===== config.mk =====
export PLATFORM = sky130hd
export DESIGN_NAME = sysreg_timer_node
export DESIGN_NICKNAME = d
export VERILOG_FILES = /design/src/rtl/sysreg_timer_node.sv
export SDC_FILE = /design/constraint.sdc
export NUM_CORES = 1
export LEC_CHECK = 0
export CAP_MARGIN = 30
export CORE_MARGIN = 5
export CORE_UTILIZATION = 52
export CTS_BUF_LIST = sky130_fd_sc_hd__clkbuf_16
export CTS_CLUSTER_DIAMETER = 60
export CTS_CLUSTER_SIZE = 24
export DETAILED_ROUTE_END_ITERATION = 16
export HOLD_SLACK_MARGIN = 0.15
export PLACE_DENSITY = 0.82
export SLEW_MARGIN = 20
export SYNTH_ARGS = -nofsm -noshare
export SYNTH_HDL_FRONTEND = slang
export SYNTH_SLANG_ARGS = --single-unit

===== constraint.sdc =====
create_clock -name clk -period 2.1 [get_ports clk]
set_input_delay 0.21 -clock clk [delete_from_list [all_inputs] [get_ports clk]]
set_output_delay 0.21 -clock clk [all_outputs]
set_load 0.05 [all_outputs]

===== src/rtl/sysreg_timer_node.sv =====
// Timer-group leaf of the system-register star: privilege-checked register file
// with a 64-bit cycle timer, compare match, auto-reload and a level interrupt.
module sysreg_timer_node #(
  parameter int REG_WIDTH = 64,
  parameter int PRIV_MIN  = 2,
  parameter int DENY_W    = 16
) (
  input  logic                 clk,
  input  logic                 rst,
  input  logic                 rd_en,
  input  logic [2:0]           rd_regnum,
  input  logic [1:0]           rd_plevel,
  output logic                 rd_valid,
  output logic [REG_WIDTH-1:0] rd_val,
  input  logic                 wr_en,
  input  logic [2:0]           wr_regnum,
  input  logic [1:0]           wr_plevel,
  input  logic [REG_WIDTH-1:0] wr_val,
  output logic                 irq
);

  localparam logic [2:0] RegCycle   = 3'd0;
  localparam logic [2:0] RegCmp     = 3'd1;
  localparam logic [2:0] RegCtrl    = 3'd2;
  localparam logic [2:0] RegStatus  = 3'd3;
  localparam logic [2:0] RegScratch = 3'd4;
  localparam logic [2:0] RegDenyCnt = 3'd5;
  localparam logic [1:0] PrivMin    = PRIV_MIN[1:0];

  logic [REG_WIDTH-1:0] cycle_q, cycle_d;
  logic [REG_WIDTH-1:0] cmp_q, cmp_d;
  logic [2:0]           ctrl_q, ctrl_d;
  logic                 pend_q, pend_d;
  logic                 denied_q, denied_d;
  logic [REG_WIDTH-1:0] scratch_q, scratch_d;
  logic [DENY_W-1:0]    denyCnt_q, denyCnt_d;
  logic                 rdValid_q;
  logic [REG_WIDTH-1:0] rdVal_q, rdMux;
  logic                 irq_q;

  logic wrAllowed, wrOk, denyHit, matchHit;

  // Reads are never privilege-checked, so the read plevel carries no information here.
  logic unusedRdPlevel;
  assign unusedRdPlevel = ^rd_plevel;

  always_comb begin
    wrAllowed = 1'b1;
    case (wr_regnum)
      RegCycle, RegCmp, RegCtrl, RegStatus: wrAllowed = (wr_plevel >= PrivMin);
      RegDenyCnt:                           wrAllowed = (wr_plevel == 2'd3);
      default:                              wrAllowed = 1'b1;
    endcase
    wrOk     = wr_en & wrAllowed;
    denyHit  = wr_en & ~wrAllowed;
    matchHit = ctrl_q[0] & (cycle_q == cmp_q);
  end

  always_comb begin
    rdMux = '0;
    case (rd_regnum)
      RegCycle:   rdMux = cycle_q;
      RegCmp:     rdMux = cmp_q;
      RegCtrl:    rdMux = {{(REG_WIDTH-3){1'b0}}, ctrl_q};
      RegStatus:  rdMux = {{(REG_WIDTH-2){1'b0}}, denied_q, pend_q};
      RegScratch: rdMux = scratch_q;
      RegDenyCnt: rdMux = {{(REG_WIDTH-DENY_W){1'b0}}, denyCnt_q};
      default:    rdMux = '0;
    endcase
  end

  // Software writes to CYCLE and set-on-match for PEND take priority over the
  // competing update in the same cycle.
  always_comb begin
    cycle_d   = cycle_q;
    cmp_d     = cmp_q;
    ctrl_d    = ctrl_q;
    pend_d    = pend_q;
    denied_d  = denied_q;
    scratch_d = scratch_q;
    denyCnt_d = denyCnt_q;

    if (ctrl_q[0]) begin
      cycle_d = (matchHit && ctrl_q[2]) ? '0 : cycle_q + REG_WIDTH'(1);
    end

    if (wrOk) begin
      case (wr_regnum)
        RegCycle:   cycle_d   = wr_val;
        RegCmp:     cmp_d     = wr_val;
        RegCtrl:    ctrl_d    = wr_val[2:0];
        RegStatus: begin
          if (wr_val[0]) pend_d   = 1'b0;
          if (wr_val[1]) denied_d = 1'b0;
        end
        RegScratch: scratch_d = wr_val;
        RegDenyCnt: denyCnt_d = '0;
        default:    ;
      endcase
    end

    if (matchHit) pend_d = 1'b1;

    if (denyHit) begin
      denied_d = 1'b1;
      if (denyCnt_q != '1) denyCnt_d = denyCnt_q + DENY_W'(1);
    end
  end

  always_ff @(posedge clk or negedge rst) begin
    if (!rst) begin
      cycle_q   <= '0;
      cmp_q     <= '0;
      ctrl_q    <= '0;
      pend_q    <= 1'b0;
      denied_q  <= 1'b0;
      scratch_q <= '0;
      denyCnt_q <= '0;
      rdValid_q <= 1'b0;
      rdVal_q   <= '0;
      irq_q     <= 1'b0;
    end else begin
      cycle_q   <= cycle_d;
      cmp_q     <= cmp_d;
      ctrl_q    <= ctrl_d;
      pend_q    <= pend_d;
      denied_q  <= denied_d;
      scratch_q <= scratch_d;
      denyCnt_q <= denyCnt_d;
      rdValid_q <= rd_en;
      if (rd_en) rdVal_q <= rdMux;
      irq_q     <= pend_d & ctrl_d[1];
    end
  end

  assign rd_valid = rdValid_q;
  assign rd_val   = rdVal_q;
  assign irq      = irq_q;

endmodule

# Word level (Yosys, flattened, before mapping)
# Cells that the tools add are included.
# totals
reg_bits,279
in_bits,78
# classes
add_sub_neg,2
n_lt_le_gt_ge,1
eq_ne,13
muxes,20
n_bitwise,5
reduce_logical,11
# ops
op,n
$pmux 64 s6,1
$mux 64,4
$add 64x1->64 const B,1
$eq 64x64->1,1
$mux 16,4
$add 16x1->16 const B,1
$ne 16x16->1 const B,1
$eq 3x2->1 const B,4
$eq 3x3->1 const B,4
$mux 1,8
$eq 3x1->1 const B,2
$logic_not 3->1,2
$reduce_and 2->1,3
$reduce_bool 2->1,3
$and 1x1->1,4
$mux 2,2
$reduce_or 4->1,1
$reduce_and 3->1,1
$eq 2x2->1 const B,1
$ge 2x2->1 const B,1
$pmux 1 s2,1
$logic_and 1x1->1,1
$not 1->1,1

# Depth between registers and ports, before layout
# Gate-level depths: netlist of run 1.
# logic_depth
depth_word,7
mapped_depth,8

# Worst setup path after synthesis of run 1
# OpenSTA, ideal clock, no wires.
# synth_path
path_kind,flip-flop to flip-flop
start,register cycle_q[15]
end,register cycle_q[53]
setup_time_ns,0.137
t_arrival_ns,1.943
required_ns,1.963
setup_slack_ns,0.020
path_stages_with_launch,8
n_path_buf,1
cell_sequence,dfrtp_1 -> xor2_1 -> a221o_1 -> nor4_1 -> nand4_1 -> nor3_2 -> buf_2 -> o31ai_1
# synth_between
elab_chain_len,7
elab_cells_between_ends,8
cone_classes,1 x add/sub; 1 x eq/ne; 4 x mux; 1 x bitwise; 1 x reduce/logical
# synth_rtl
element,line,rtl
start: declaration,30,"logic [REG_WIDTH-1:0] cycle_q, cycle_d;"
start signal: assignment,123,cycle_q <= cycle_d;
"parallel branches: the longest is 3 deep, another holds $add 64x1->64",--,
$mux 64 (*),84,cycle_d = (matchHit && ctrl_q[2]) ? '0 : cycle_q + REG_WIDTH'(1);
$mux 64 (*),83,if (ctrl_q[0]) begin
$mux 64,88,case (wr_regnum)
$mux 64 (*),87,if (wrOk) begin
named net cycle_d[53],30,
# Mark *: on every way through the listed nets, which the timed path passes.
# A chain may end at the register's enable or synchronous reset.

# Worst setup path after layout of run 1
# layout_path
start,register cycle_q[36]
end,register cycle_q[32]
# layout_between
elab_chain_len,7
# layout_rtl
element,line,rtl
$eq 64x64->1 (*),56,matchHit = ctrl_q[0] & (cycle_q == cmp_q);
$and 1x1->1 (*),56,
$logic_and 1x1->1 (*),84,
$mux 64 (*),84,
$mux 64 (*),83,
$mux 64,88,
$mux 64 (*),87,
named net cycle_d[32],30,
# Mark *: on every way through the listed nets, which the timed path passes. The rest lies on a longest branch.

==> flow_summary.ini, run 1 <==
[run_status]
outcome = finished with violations
violations = negative setup slack

[setup_path]
end_kind = register
crit_fanout = 11
cp.required_ns = 2.53
cp-start-kind = register
worst-setup-path-type = register to register
arrival_ns = 2.73

[cells_and_area]
n_fill_cell = 1673
syn_to_final_growth_pct = 33.3
diodes = 0
drive_gt1_frac = 0.286
num-nets-final = 1709
final_util = 0.704

[logic_synthesis]
yosysTopAreaCell = dfrtp_1
synthTopCellsByCount = dfrtp_1 (279), mux2_2 (127), nand2_1 (121)
postSynthCellCount = 1346
syn_avg_cell_area_um2 = 10.6
synth_top_area_frac = 0.490
synth_edf_count = 0
synthesis.nets = 1426
ys_seq_area_frac = 0.490
synth-seq-cells = 279
yosysMostFrequentCell = dfrtp_1
yosys_warnings = 0
synth_cell_types = 55
ys_top_cells_by_area = dfrtp_1 (49%), mux2_2 (10%), xnor2_1 (4.9%)
syn-cell-area_um2 = 14200
async_flop_share = 1.00
synthFlopType = dfrtp_1

[timing]
hold_slack_ns = 0.175
setup_viol = 65
clock_skew_ns = 0.0240
slew_headroom = 0.379
post-route-min-period_ns = 2.31
min_period_over_period = 1.10
grt_setup_unrepaired = true
drv_slew = 0
worstMarginPinSlew_ns = 0.929
max_freq_mhz = 433
hold_viol_final = 0
finalWorstSetupSlack_ns = -0.208

[die]
io_pins = 144
coreArea_um2 = 27000
die_area_um2 = 30800
die_h_um = 175
die_x_um = 175
num_rows = 60
start_util = 0.528

[global_route]
grt_max_degree = 62
grt_pass1_vias = 12549
grt_pass1_wl_um = 70000
antenna_found_initial = 0
grt_use_total = 0.282
overflow = 0

[cts]
numClockSinks = 279
cts-buffers-inserted = 24
clock_latency_ns = 0.55
clock_path_buffers = 3
cts_tree = done
cts-root-buf = clkbuf_16
htree_levels = 1
path_clk_slew_ns = 0.09

[route]
num_vias = 12625
drt_iter0_markers = 1431
wl_per_cell_um = 23.6
route.detailed.drc = 0
wl_um = 46800
drt_first_pass_iters = 8
ant_nets = 0
via_per_inst = 6.35

[power]
p_leak_nw = 7.94
peakVddDrop_uv = 558
p_per_area_nw_per_um2 = 989

[place]
dp_hpwl_um = 30200
portBuffers = 141
routabilityCongestion = 0.935

[worst_hold_path]
min_path_type = input pin to register

[job]
drv_cap = 0
-- stage by stage --
step           worst slack [ns]  instance area (um2)  cells  power, mW  TNS [ns]
2_1_floorplan            0.0204                14200   1346       10.5         0
3_3_place_gp             -0.176                17300   1917       13.0    -10.30
3_5_place_dp             -0.260                17300   1917       13.3    -14.63
4_1_cts                 -0.0912                18500   1977       18.1     -3.04
5_1_grt                  -0.314                19000   1987       19.4    -14.59
6_report                 -0.208                19000   1987       18.8    -11.14
-- final timing paths --
| path | start | to | slack [ns] | depth (start not counted) |
|---|---|---|---|---|
| min reg2reg | rd_val[1] | rd_val[1] | 0.49 | 1 |
| max reg2reg | cycle_q[36] | cycle_q[32] | -0.21 | 9 |
| max in group asynchronous | rst | cycle_q[22] | 1.20 | 3 |
| min | rd_en | rd_valid | 0.18 | 2 |
| min in group asynchronous | rst | scratch_q[57] | 0.20 | 2 |
| max | cycle_q[36] | cycle_q[32] | -0.21 | 9 |
-- worst max-delay path: stages (launching register included) --
cell and delay (ns):
dfrtp_1 0.43, buf_6 0.14, xnor2_2 0.16, nand2_2 0.11
nor4_4 0.34, nand4_1 0.24, nor3_4 0.27, buf_6 0.20
clkbuf_16 0.19, o31ai_1 0.09
-- layer usage --
layer	up-vias	track usage	share of wire
met5	-	0	0
met2	814	0.465	0.48
met1	6249	0.370	0.38
met4	0	0.113	0.050
li1	5359	-	-
met3	203	0.0540	0.096
-- timing repair --
item | 4_1_cts | 5_1_grt
endpoints found under the setup margin | 66 | 66
endpoints found under the hold margin | 279 | 0
gates cloned | 0 | 4
setup buffers | 16 | 7
pin swaps | 14 | 35
hold buffers | 1 | 0
resized for setup | 41 | 64
-- layout make-up --
| class | instances | area (um2) | area share |
|---|---|---|---|
| Clock buffer | 25 | 626 | 0.0330 |
| Clock inverter | 18 | 199 | 0.0105 |
| Inverter | 87 | 327 | 0.0172 |
| Multi-Input combinational cell | 892 | 7080 | 0.373 |
| Sequential cell | 279 | 6990 | 0.368 |
| Tap cell | 341 | 427 | 0.0225 |
| Timing Repair Buffer | 345 | 3340 | 0.176 |
-- registers in the layout, summed over array words and instances, names as in the netlist --
register   cells
rd_valid       1
pend_q         1
ctrl_q         3
cmp_q         64
cycle_q       64
denied_q       1
denyCnt_q     16
irq            1
scratch_q     64
rd_val        64
-- cells in the final DEF, fill, tap and decap left out, types with 5 or more instances in the layout --
cell and instances:
nor4_1 8, clkdlybuf4s50_1 137, mux2i_1 53, xor2_1 31
a31oi_1 5, inv_1 87, o31ai_1 45, dfrtp_1 276
o21ai_0 28, mux4_2 14, o211ai_1 5, and4_1 7
mux2_2 127, o31ai_4 9, clkbuf_16 29, nand3_1 26
buf_12 22, a21oi_1 53, nand2_1 120, buf_4 164
nand2b_1 8, nor3_2 6, o31ai_2 12, buf_6 14
xnor2_1 63, o22ai_1 54, nor2_1 74, nand4_1 40
xnor2_2 13, and3_1 14
-- logic make-up after synthesis --
group | synth area share
AND/OR/NAND/NOR | 0.126
flip-flops | 0.490
AO/OA/AOI/OAI | 0.106
multiplexers | 0.160
buffers and inverters | 0.0480
XOR/XNOR | 0.0683
adder cells (fa/ha/maj) | 0.00176
-- power breakdown --
part	total, mW	leakage (nW)	internal [mW]	switching, mW
Sequential	7.55	3.46	6.50	1.04
Combinational	6.56	4.08	3.18	3.38
Clock	4.67	0.401	2.40	2.27
Total	18.8	7.94	12.1	6.70
No activity file was read; power rests on OpenSTA's default activity.
==> run 2, diff against run 1 <==
--- a/config.mk
+++ b/config.mk
@@ -7,13 +7,13 @@
 export LEC_CHECK = 0
 export CAP_MARGIN = 30
 export CORE_MARGIN = 5
-export CORE_UTILIZATION = 52
+export CORE_UTILIZATION = 45
 export CTS_BUF_LIST = sky130_fd_sc_hd__clkbuf_16
 export CTS_CLUSTER_DIAMETER = 60
 export CTS_CLUSTER_SIZE = 24
 export DETAILED_ROUTE_END_ITERATION = 16
 export HOLD_SLACK_MARGIN = 0.15
-export PLACE_DENSITY = 0.82
+export PLACE_DENSITY = 0.73
 export SLEW_MARGIN = 20
 export SYNTH_ARGS = -nofsm -noshare
 export SYNTH_HDL_FRONTEND = slang
==> flow_summary.ini, run 2 (same netlist as run 1, synthesis figures left out) <==
[cells_and_area]
seq_area_um2 = 6980
num-nets-final = 1703
diodes = 0
n_fill_cell = 2551
final_common_cell = dfrtp_1
multi_input_area_um2 = 6660
syn_to_final_growth_pct = 30.7
fin_cells = 2045
drive_gt1_frac = 0.253
final_cell_mix = dfrtp_1 (279), buf_4 (170), clkdlybuf4s50_1 (137)

[global_route]
overflow = 0
grt_use_total = 0.233
antenna_found_initial = 0
grt_pass1_wl_um = 66900
grt_pass1_vias = 12055
grt_max_degree = 88

[cts]
numClockSinks = 279
path_clk_slew_ns = 0.08
cts_tree = done
clock_path_buffers = 3
clock_latency_ns = 0.56
htree_levels = 1
cts-buffers-inserted = 26
cts-root-buf = clkbuf_16

[timing]
grt_setup_unrepaired = true
max_freq_mhz = 427
slew_headroom = 0.648
hold_viol_final = 0
finalWorstSetupSlack_ns = -0.244
setup_viol = 65
worstMarginPinSlew_ns = 0.526
clock_skew_ns = 0.0318
drv_slew = 0
min_period_over_period = 1.12
post-route-min-period_ns = 2.34

[setup_path]
crit_fanout = 17
cp-start-kind = register
arrival_ns = 2.77
worstReg2RegEnd = cycle_q[53]
r2r-start = cmp_q[56]
worst-setup-path-type = register to register
r2r_slack_ns = -0.24
end_kind = register
cp.required_ns = 2.53
r2r_cells = 9

[route]
wl_um = 42000
drt_iter0_markers = 854
wl_per_cell_um = 20.5
via_per_inst = 5.66
ant_nets = 0
drt_first_pass_iters = 5
num_vias = 11576
route.detailed.drc = 0

[die]
coreArea_um2 = 31400
num_rows = 65
die_h_um = 188
die_area_um2 = 35300
die_x_um = 188
start_util = 0.454
io_pins = 144

[power]
finalPower_mw = 18.5
peakVddDrop_uv = 684
p_leak_nw = 7.74
p_per_area_nw_per_um2 = 993

[worst_hold_path]
min_path_type = input pin to asynchronous set/reset pin

[run_status]
outcome = finished with violations
violations = negative setup slack

[job]
drv_cap = 0

[place]
portBuffers = 141
routabilityCongestion = 0.888
dp_hpwl_um = 29900
placed_cells = 1988
run 2: power breakdown:
group          total, mW  internal, mW  switching, mW
logic               5.92          2.91           3.01
clock network       5.13          2.65           2.48
registers           7.43          6.50          0.933
total               18.5          12.1           6.42
run 2: what timing repair did:
item                       4_1_cts  5_1_grt
pin swaps                        5        3
setup buffers                    2        2
gates resized for setup          6        6
hold buffers                     3        0
gates cloned                     0        2
setup endpoints to repair       66       66
hold endpoints to repair       283        0
run 2: metal layers:
metal | vias to the layer above | share of wire | GRT usage
met1 | 5762 | 0.42 | 0.313
li1 | 5342 | - | -
met4 | 0 | 0.039 | 0.0810
met3 | 96 | 0.067 | 0.0477
met2 | 376 | 0.47 | 0.380
met5 | - | 0 | 0
run 2: per-stage QoR:
step	worst slack (ns)	instance area [um2]	utilization	hold slack (ns)	TNS, ns
6_report	-0.244	18600	0.593	0.253	-11.45
5_1_grt	-0.318	18600	0.593	0.265	-17.06
4_1_cts	-0.129	18500	0.590	0.243	-7.29
3_5_place_dp	-0.263	17500	0.557	0.0870	-16.60
3_3_place_gp	-0.247	17500	0.557	0.0850	-15.48
2_1_floorplan	0.0204	14200	-	-0.0856	0
run 2: worst max-delay path by stage:
stage | startpoint | endpoint | slack (ns)
2_1_floorplan | cycle_q[15] | cycle_q[53] | 0.02
3_3_place_gp | cmp_q[56] | cycle_q[24] | -0.25
3_5_place_dp | cmp_q[56] | cycle_q[23] | -0.26
4_1_cts | cmp_q[24] | cycle_q[44] | -0.13
5_1_grt | cmp_q[5] | cycle_q[48] | -0.32
6_report | cmp_q[56] | cycle_q[53] | -0.24
run 2: cell type report:
type	count	area share
multi-input combinational	892	0.358
tap	402	0.0270
sequential	279	0.375
clock inverter	21	0.0148
inverter	87	0.0175
clock buffer	27	0.0363
timing repair buffer	337	0.172
run 2: critical path, cell delays in order, from the launching register on:
cell and delay [ns]:
dfrtp_1 0.39, xnor2_1 0.34, nand4_1 0.21, nor4_2 0.31, nand4_1 0.14, buf_4 0.19, nor3_4 0.19, buf_4 0.18
clkbuf_16 0.18, o31ai_1 0.08
==> run 3, diff against run 2 <==
--- a/config.mk
+++ b/config.mk
@@ -5,7 +5,7 @@
 export SDC_FILE = /design/constraint.sdc
 export NUM_CORES = 1
 export LEC_CHECK = 0
-export CAP_MARGIN = 30
+export CAP_MARGIN = 20
 export CORE_MARGIN = 5
 export CORE_UTILIZATION = 45
 export CTS_BUF_LIST = sky130_fd_sc_hd__clkbuf_16
==> results of run 3 <==
No change in the layout: final DEF, timing and power equal those of run 2.
